**config.mk**
```make
export PLATFORM = sky130hd
export DESIGN_NAME = semisumador_serial_ctrl
export DESIGN_NICKNAME = d
export VERILOG_FILES = /design/src/rtl/semisumador_serial_ctrl.sv
export SDC_FILE = /design/constraint.sdc
export NUM_CORES = 1
export LEC_CHECK = 0
export BUFFER_PORTS_ARGS = -buffer_cell sky130_fd_sc_hd__buf_2
export CORE_MARGIN = 3
export CORE_UTILIZATION = 25
export CTS_CLUSTER_SIZE = 14
export DETAILED_ROUTE_END_ITERATION = 6
export MAX_ROUTING_LAYER = met4
export PLACE_DENSITY = 0.4
export SYNTH_ARGS = -nofsm -noshare
export SYNTH_HDL_FRONTEND = slang
export SYNTH_SLANG_ARGS = --single-unit
```
**constraint.sdc**
```tcl
create_clock -name CLK -period 1.4 [get_ports CLK]
set_input_delay 0.28 -clock CLK [delete_from_list [all_inputs] [get_ports CLK]]
set_output_delay 0.28 -clock CLK [all_outputs]
set_load 0.05 [all_outputs]
```
**src/rtl/semisumador_serial_ctrl.sv**
```systemverilog
// semisumador_serial_ctrl
// Bit-serial N-bit adder controller that time-shares one external,
// purely combinational half adder. Each operand bit takes two passes
// through the half adder:
//   PH1 : a_i + b_i            -> partial sum s1, carry c1
//   PH2 : s1 + stored carry    -> result bit, carry c2
// The carry stored for the next bit is c1 | c2.
//
// Handshake: START is accepted only on an edge where READY=1 (IDLE).
// A/B are sampled on that edge only. DONE pulses for one cycle in FIN,
// and S/CO are valid from that cycle until the next completion.
// START seen while READY=0 is dropped, not queued.
//
// Optional feature: define SEMISUM_OVF_EN to add output OVF, the signed
// two's-complement overflow of the last completed add, registered with S.
module semisumador_serial_ctrl #(
   parameter int N = 4
) (
   input  logic         CLK,
   input  logic         RST_N,
   input  logic         START,
   input  logic [N-1:0] A,
   input  logic [N-1:0] B,
   input  logic         HA_S,
   input  logic         HA_C,
   output logic         HA_A,
   output logic         HA_B,
   output logic         READY,
   output logic         DONE,
   output logic [N-1:0] S,
`ifdef SEMISUM_OVF_EN
   output logic         CO,
   output logic         OVF
`else
   output logic         CO
`endif
);

   // idx only has to count to N-1; keep at least one bit for N=1
   localparam int IW = (N > 1) ? $clog2(N) : 1;
   localparam logic [IW-1:0] IDX_LAST = IW'(N - 1);

   typedef enum logic [1:0] {
      ST_IDLE = 2'd0,
      ST_PH1  = 2'd1,
      ST_PH2  = 2'd2,
      ST_FIN  = 2'd3
   } state_e;

   state_e          state_q,  state_d;
   logic [N-1:0]    a_sh_q,   a_sh_d;
   logic [N-1:0]    b_sh_q,   b_sh_d;
   logic [N-1:0]    res_sh_q, res_sh_d;
   logic            carry_q,  carry_d;
   logic [IW-1:0]   idx_q,    idx_d;
   logic            s1_q,     s1_d;
   logic            c1_q,     c1_d;
   logic [N-1:0]    s_q,      s_d;
   logic            co_q,     co_d;
`ifdef SEMISUM_OVF_EN
   logic            ovf_q,    ovf_d;
`endif

   // State and datapath registers; async active-low reset clears everything
   always_ff @(posedge CLK or negedge RST_N) begin
      if (!RST_N) begin
         state_q  <= ST_IDLE;
         a_sh_q   <= '0;
         b_sh_q   <= '0;
         res_sh_q <= '0;
         carry_q  <= 1'b0;
         idx_q    <= '0;
         s1_q     <= 1'b0;
         c1_q     <= 1'b0;
         s_q      <= '0;
         co_q     <= 1'b0;
`ifdef SEMISUM_OVF_EN
         ovf_q    <= 1'b0;
`endif
      end else begin
         state_q  <= state_d;
         a_sh_q   <= a_sh_d;
         b_sh_q   <= b_sh_d;
         res_sh_q <= res_sh_d;
         carry_q  <= carry_d;
         idx_q    <= idx_d;
         s1_q     <= s1_d;
         c1_q     <= c1_d;
         s_q      <= s_d;
         co_q     <= co_d;
`ifdef SEMISUM_OVF_EN
         ovf_q    <= ovf_d;
`endif
      end
   end

   // Next-state and datapath update; HA_S/HA_C are consumed in the same
   // cycle the operands are presented on HA_A/HA_B
   always_comb begin
      state_d  = state_q;
      a_sh_d   = a_sh_q;
      b_sh_d   = b_sh_q;
      res_sh_d = res_sh_q;
      carry_d  = carry_q;
      idx_d    = idx_q;
      s1_d     = s1_q;
      c1_d     = c1_q;
      s_d      = s_q;
      co_d     = co_q;
`ifdef SEMISUM_OVF_EN
      ovf_d    = ovf_q;
`endif
      unique case (state_q)
         ST_IDLE: begin
            if (START) begin
               a_sh_d   = A;
               b_sh_d   = B;
               carry_d  = 1'b0;
               idx_d    = '0;
               res_sh_d = '0;
               state_d  = ST_PH1;
            end
         end
         ST_PH1: begin
            s1_d    = HA_S;
            c1_d    = HA_C;
            state_d = ST_PH2;
         end
         ST_PH2: begin
            // result bits enter at the MSB so bit 0 lands at index 0 after N shifts
            res_sh_d         = res_sh_q >> 1;
            res_sh_d[N-1]    = HA_S;
            carry_d          = c1_q | HA_C;
            a_sh_d           = a_sh_q >> 1;
            b_sh_d           = b_sh_q >> 1;
            if (idx_q == IDX_LAST) begin
               s_d     = res_sh_d;
               co_d    = c1_q | HA_C;
`ifdef SEMISUM_OVF_EN
               // carry_q here is the carry into the MSB
               ovf_d   = carry_q ^ (c1_q | HA_C);
`endif
               state_d = ST_FIN;
            end else begin
               idx_d   = idx_q + 1'b1;
               state_d = ST_PH1;
            end
         end
         ST_FIN: begin
            state_d = ST_IDLE;
         end
         default: begin
            state_d = ST_IDLE;
         end
      endcase
   end

   // Moore outputs and half-adder operand steering
   always_comb begin
      READY = 1'b0;
      DONE  = 1'b0;
      HA_A  = 1'b0;
      HA_B  = 1'b0;
      unique case (state_q)
         ST_IDLE: READY = 1'b1;
         ST_PH1: begin
            HA_A = a_sh_q[0];
            HA_B = b_sh_q[0];
         end
         ST_PH2: begin
            HA_A = s1_q;
            HA_B = carry_q;
         end
         ST_FIN:  DONE = 1'b1;
         default: READY = 1'b0;
      endcase
   end

   assign S  = s_q;
   assign CO = co_q;
`ifdef SEMISUM_OVF_EN
   assign OVF = ovf_q;
`endif

endmodule

```
Word level (Yosys, flattened, before mapping)

Index checks and enable logic that the tools add are counted.

Input port bits: 13
Output and inout port bits: 9
Flip-flop bits (word level): 24
Word-level logic and storage cells: 41

Bitwise logic cells: 1
Equality and inequality tests: 6
Reductions and logical operators: 5
Add/subtract/negate cells: 1
Multiplexer cells: 18

Operators by type and width:

| kind                  | count |
|---|---|
| $pmux W4 S2           | 3 |
| $mux W4               | 3 |
| $mux W2               | 4 |
| $pmux W2 S4           | 1 |
| $eq A2 B2 Y1 const B  | 3 |
| $pmux W1 S2           | 3 |
| $ne A2 B2 Y1 const B  | 2 |
| $pmux W2 S2           | 1 |
| $reduce_and A2 Y1     | 2 |
| $mux W1               | 3 |
| $reduce_and A3 Y1     | 1 |
| $add A2 B1 Y2 const B | 1 |
| $eq A2 B1 Y1 const B  | 1 |
| $logic_not A2 Y1      | 1 |
| $reduce_bool A2 Y1    | 1 |
| $or A1 B1 Y1          | 1 |

Depth between registers and ports, before layout

Depth after elaboration: 3
Gate-level depth with buffers: 6
Gate-level depth less buffers: 5

Worst setup path before layout

OpenSTA, ideal clock, no wires.

Path type: register to output
From: register state_q[0]
To: output port HA_B
Path buffers: 1
Cell stages (with the launch flop): 6
Setup slack: -0.649 ns
Arrival time: 1.769 ns
Data required time: 1.120 ns
Cells stage by stage: dfrtp_1 -> inv_1 -> ha_1 -> buf_4 -> a22oi_1 -> nor2b_1

Longest elaborated chain between the ends: 2
Elaborated cells between the ends (all ways): 3
Those cells by class: 2 x eq/ne; 1 x mux

Ends and longest elaborated chain:

| item                                         | RTL line | RTL |
|---|---|---|
| start: declaration                           | 50       | `state_e state_q, state_d;` |
| start signal: assignment                     | 81       | `state_q <= state_d;` |
| $eq A2 B2 Y1 or $eq A2 B1 Y1 (tied branches) | 164      | `unique case (state_q)` |
| $pmux W1 S2 *                                | 164      |  |
| end: declaration                             | 27       | `output logic HA_B,` |

Every way passes the cells marked *; elsewhere a longest branch is shown, timed or not.

Final worst setup path

From: register state_q[1]
To: output port HA_B

Same word-level chain as after synthesis.

==> summary.md <==
| Metric | Value |
|---|---|
| Status | finished, violations left |
| Violated checks | hold timing, setup timing |
| CTS sink count | 23 |
| Die Area | between 5000 and 6000 um^2 |
| Setup ws final | -0.2856 ns |
| # port buffers | 21 |
| Die Span Y | roughly 73 um |
| Yosys reg bits | 23 |
| Seq/Total Area, Yosys | roughly half |
| Via density | 4.480 |
| First-pass GRT wire length | about 4500 um |
| Initial antenna violation count | 0 |
| Kind of critical path | flip-flop to output port |
| Sw Pwr | roughly 1.7 mW |
| Synth area leader | dfrtp_1 |
| Worst hold path class | primary input to async pin |
| WL met3 | around 120 um |
| DRT Wirelength | 2563 um |
| Final hold slack | -0.01392 ns |
| Register-to-register setup slack | -0.15 ns |
| CTS root buf | clkbuf_8 |
| Clk slew on worst S/H paths | 0.08 ns |
| Pin count of the biggest net entering global routing | 24 |
| Final Core Density | slightly above 40% |
| Netlist area before placement | roughly 1100 um^2 |
| Worst Path Arrival | between 1 and 1.5 ns |
| Final ANT Viol Nets | 0 |
| 1st-iter DRT viols | 28 |
| Slew headroom | 63.92% |
| Row count | 23 |
| Max cap viols | 0 |
| Fmax | between 500 and 600 MHz |
| Ranking of synthesized cells by area | dfrtp_1 (52%), ha_1 (7.8%), nand2_1 (6.4%) |
| TritonCTS clock tree | built |
| Share of post-route cells with drive strength above 1 | 52.05% |
| CP required | between 1 and 1.5 ns |
| Ant. Diodes | 0 |
| CTS Buffer Depth | 2 |
| Prevailing post-synth register cell | dfrtp_1 |
| Non-filler cells, final | ~200 |
| R2r startpoint | state_q[1]$_DFFE_PN0P_ |
| Chip width | approximately 73 um |
| Syn-to-layout area delta | 50.11% |
| DR pass1 iterations | 4 |
| Post-synthesis async set-or-reset flop share | between 90% and 100% |
| R2R cell count | 7 |
| Setup crit end kind | output port |
| Worst-Margin Slew | roughly 0.54 ns |
| Share of the synthesized area in the top cell type | around half |
| Synth top cells by count | dfrtp_1 (23), nand2_1 (19), o21ai_0 (9) |
| RSZ-0062 raised after global routing | true |
| DRC viols | 0 |
| Placed insts | between 150 and 200 |
| Largest fanout on the critical path | 4 |
| Crit path time final | 1.686 ns |
| Cell area after layout | 1675 um^2 |
| Crit path to | HA_B |
| Yosys warns | 0 |
| Total gr overflow | 0 |
| Cells after synthesis | 100 |
| Starting Density | 26.93% |
| Fin. Hold Viols | 23 |
| Count leader, synth | dfrtp_1 |
| Metal-1 WL | about 1300 um |
| Number of flops mapped to enable cells by yosys | 0 |
| Core area | 4144 um^2 |
| Via count | roughly 880 |
| FF-to-FF End | idx_q[1]$_DFFE_PN0P_ |
| RePlAce Congestion | 0.7004 |
| Flop pwr share | a little over a quarter |
| Leak pwr | around 0.78 nW |
| Setup crit start kind | flip-flop |
| Nets | around 170 |
| Int Pwr | about 2.5 mW |
| Final worst-path cycle share | 120.4% |
| Comb pwr share | 62.5% |
| All-Layer GR Usage | approximately 11% |
| Syn avg cell area | ~11 um^2 |
| Mapped Nets | 120 |
| Clk_lat worst skew | ~0.26 ns |
| Max Slew Vio Count | 0 |
| Unique masters post-synth | 21 |
| I/O pin cnt | 22 |
| Met2 wire len | 1155 um |
| Dpl hpwl | 1772 um |
| Power per cell area | roughly 2500 nW/um^2 |
| Setup violations, final | 21 |
| Switch share | approximately two fifths |
| Highest routed metal layer | met4 |
| Clock power frac | 10.0% |
| Placed inst area | 1418 um^2 |
| Worst Setup SP | state_q[1]$_DFFE_PN0P_ |
| Vias in the first global route | 920 |
| Routed WL per cell | 13.08 um |
| IR drop worst, VDD | 0.0007054 V |
| Tot Pwr | about 4.2 mW |
| CTS H-tree depth | 1 |
| Clk_skew | 0.001274 ns |
| Num CTS Buffers | 3 |
-- sequential cells by signal, indices dropped and copies added, names as in the netlist, 2 cells and up --
name / flops
S: 4
b_sh_q: 4
a_sh_q: 4
res_sh_q: 3
idx_q: 2
state_q: 2
-- metrics by stage --
step	hold WS, ns	TNS (ns)	worst slack (ns)
6_report	-0.01392	-2.737	-0.2856
5_1_grt	0.02110	-4.115	-0.3388
4_1_cts	0.01988	-2.609	-0.3153
3_5_place_dp	0.3147	-0.9791	-0.1247
3_3_place_gp	0.3019	-1.020	-0.1203
2_1_floorplan	-0.01559	-1.439	-0.1170
-- worst min path at each step --
| stage | startpoint | end | depth (start not counted) |
|---|---|---|---|
| after CTS | RST_N | idx_q[0]$_DFFE_PN0P_ | 1 |
| after floorplan | RST_N | CO$_DFFE_PN0P_ | 0 |
| after detailed placement | RST_N | c1_q$_DFFE_PN0N_ | 1 |
| after global routing | RST_N | c1_q$_DFFE_PN0N_ | 1 |
| final | RST_N | c1_q$_DFFE_PN0N_ | 1 |
| after global placement | RST_N | s1_q$_DFFE_PN0N_ | 1 |
-- critical path, cell delays in order, from the launching register on --
cell and delay, ns:
dfrtp_2 0.44, buf_6 0.13, ha_4 0.15, a22oi_2 0.21, nor2b_4 0.06, buf_6 0.15
-- cells in the final DEF (no fill, tap or decap), types with 2 or more instances in the layout --
master	instances
ha_4	3
clkbuf_8	3
buf_4	16
ha_1	2
dfrtp_1	21
mux2_4	2
nand2_1	18
buf_6	9
dfrtp_2	2
mux2_2	4
o21ai_0	5
a22oi_2	2
nand2b_1	2
nor2b_4	2
o21ai_1	10
a22o_1	2
o21ai_2	2
ha_2	2
buf_2	17
mux2i_1	6
-- cell families after synthesis --
| group | Yosys count | synth area share, % |
|---|---|---|
| fa+ha+maj | 7 | 7.847 |
| buf+inv | 6 | 3.700 |
| mux | 13 | 13.45 |
| simple gates | 27 | 10.76 |
| flops | 23 | 51.57 |
| compound gates | 24 | 12.67 |
-- final cells by class --
type,count,area [um^2]
fillers,445,2469
multi-input cells,71,605.6
flip-flops and latches,23,578.1
repair buffers,45,369.1
well taps,50,62.56
clock buffers,3,41.29
inverters,3,13.76
clock inverters,1,5.005
-- layer usage --
| layer | up-vias | track usage (%) |
|---|---|---|
| met1 | 420 | 16.31 |
| li1 | 435 | - |
| met4 | 0 | 3.074 |
| met5 | - | - |
| met3 | 4 | 2.617 |
| met2 | 19 | 16.33 |
-- repair_timing --
item                       CTS  global route
hold buffers                 0             0
cloned                       1             0
resized for setup           26            10
pin swaps                    2             2
setup buffers                6             3
setup endpoints to repair   22            24
-- power by group through the flow --
| stage | registers, mW | logic, mW | clock network [mW] |
|---|---|---|---|
| after floorplan | 1.24 | 1.31 | 0 |
| after global placement | 1.14 | 1.96 | 0 |
| after detailed placement | 1.13 | 1.99 | 0 |
| after CTS | 1.14 | 2.49 | 0.441 |
| after global routing | 1.19 | 2.85 | 0.479 |
| final | 1.14 | 2.60 | 0.418 |
(Power assumes the default switching activity.)
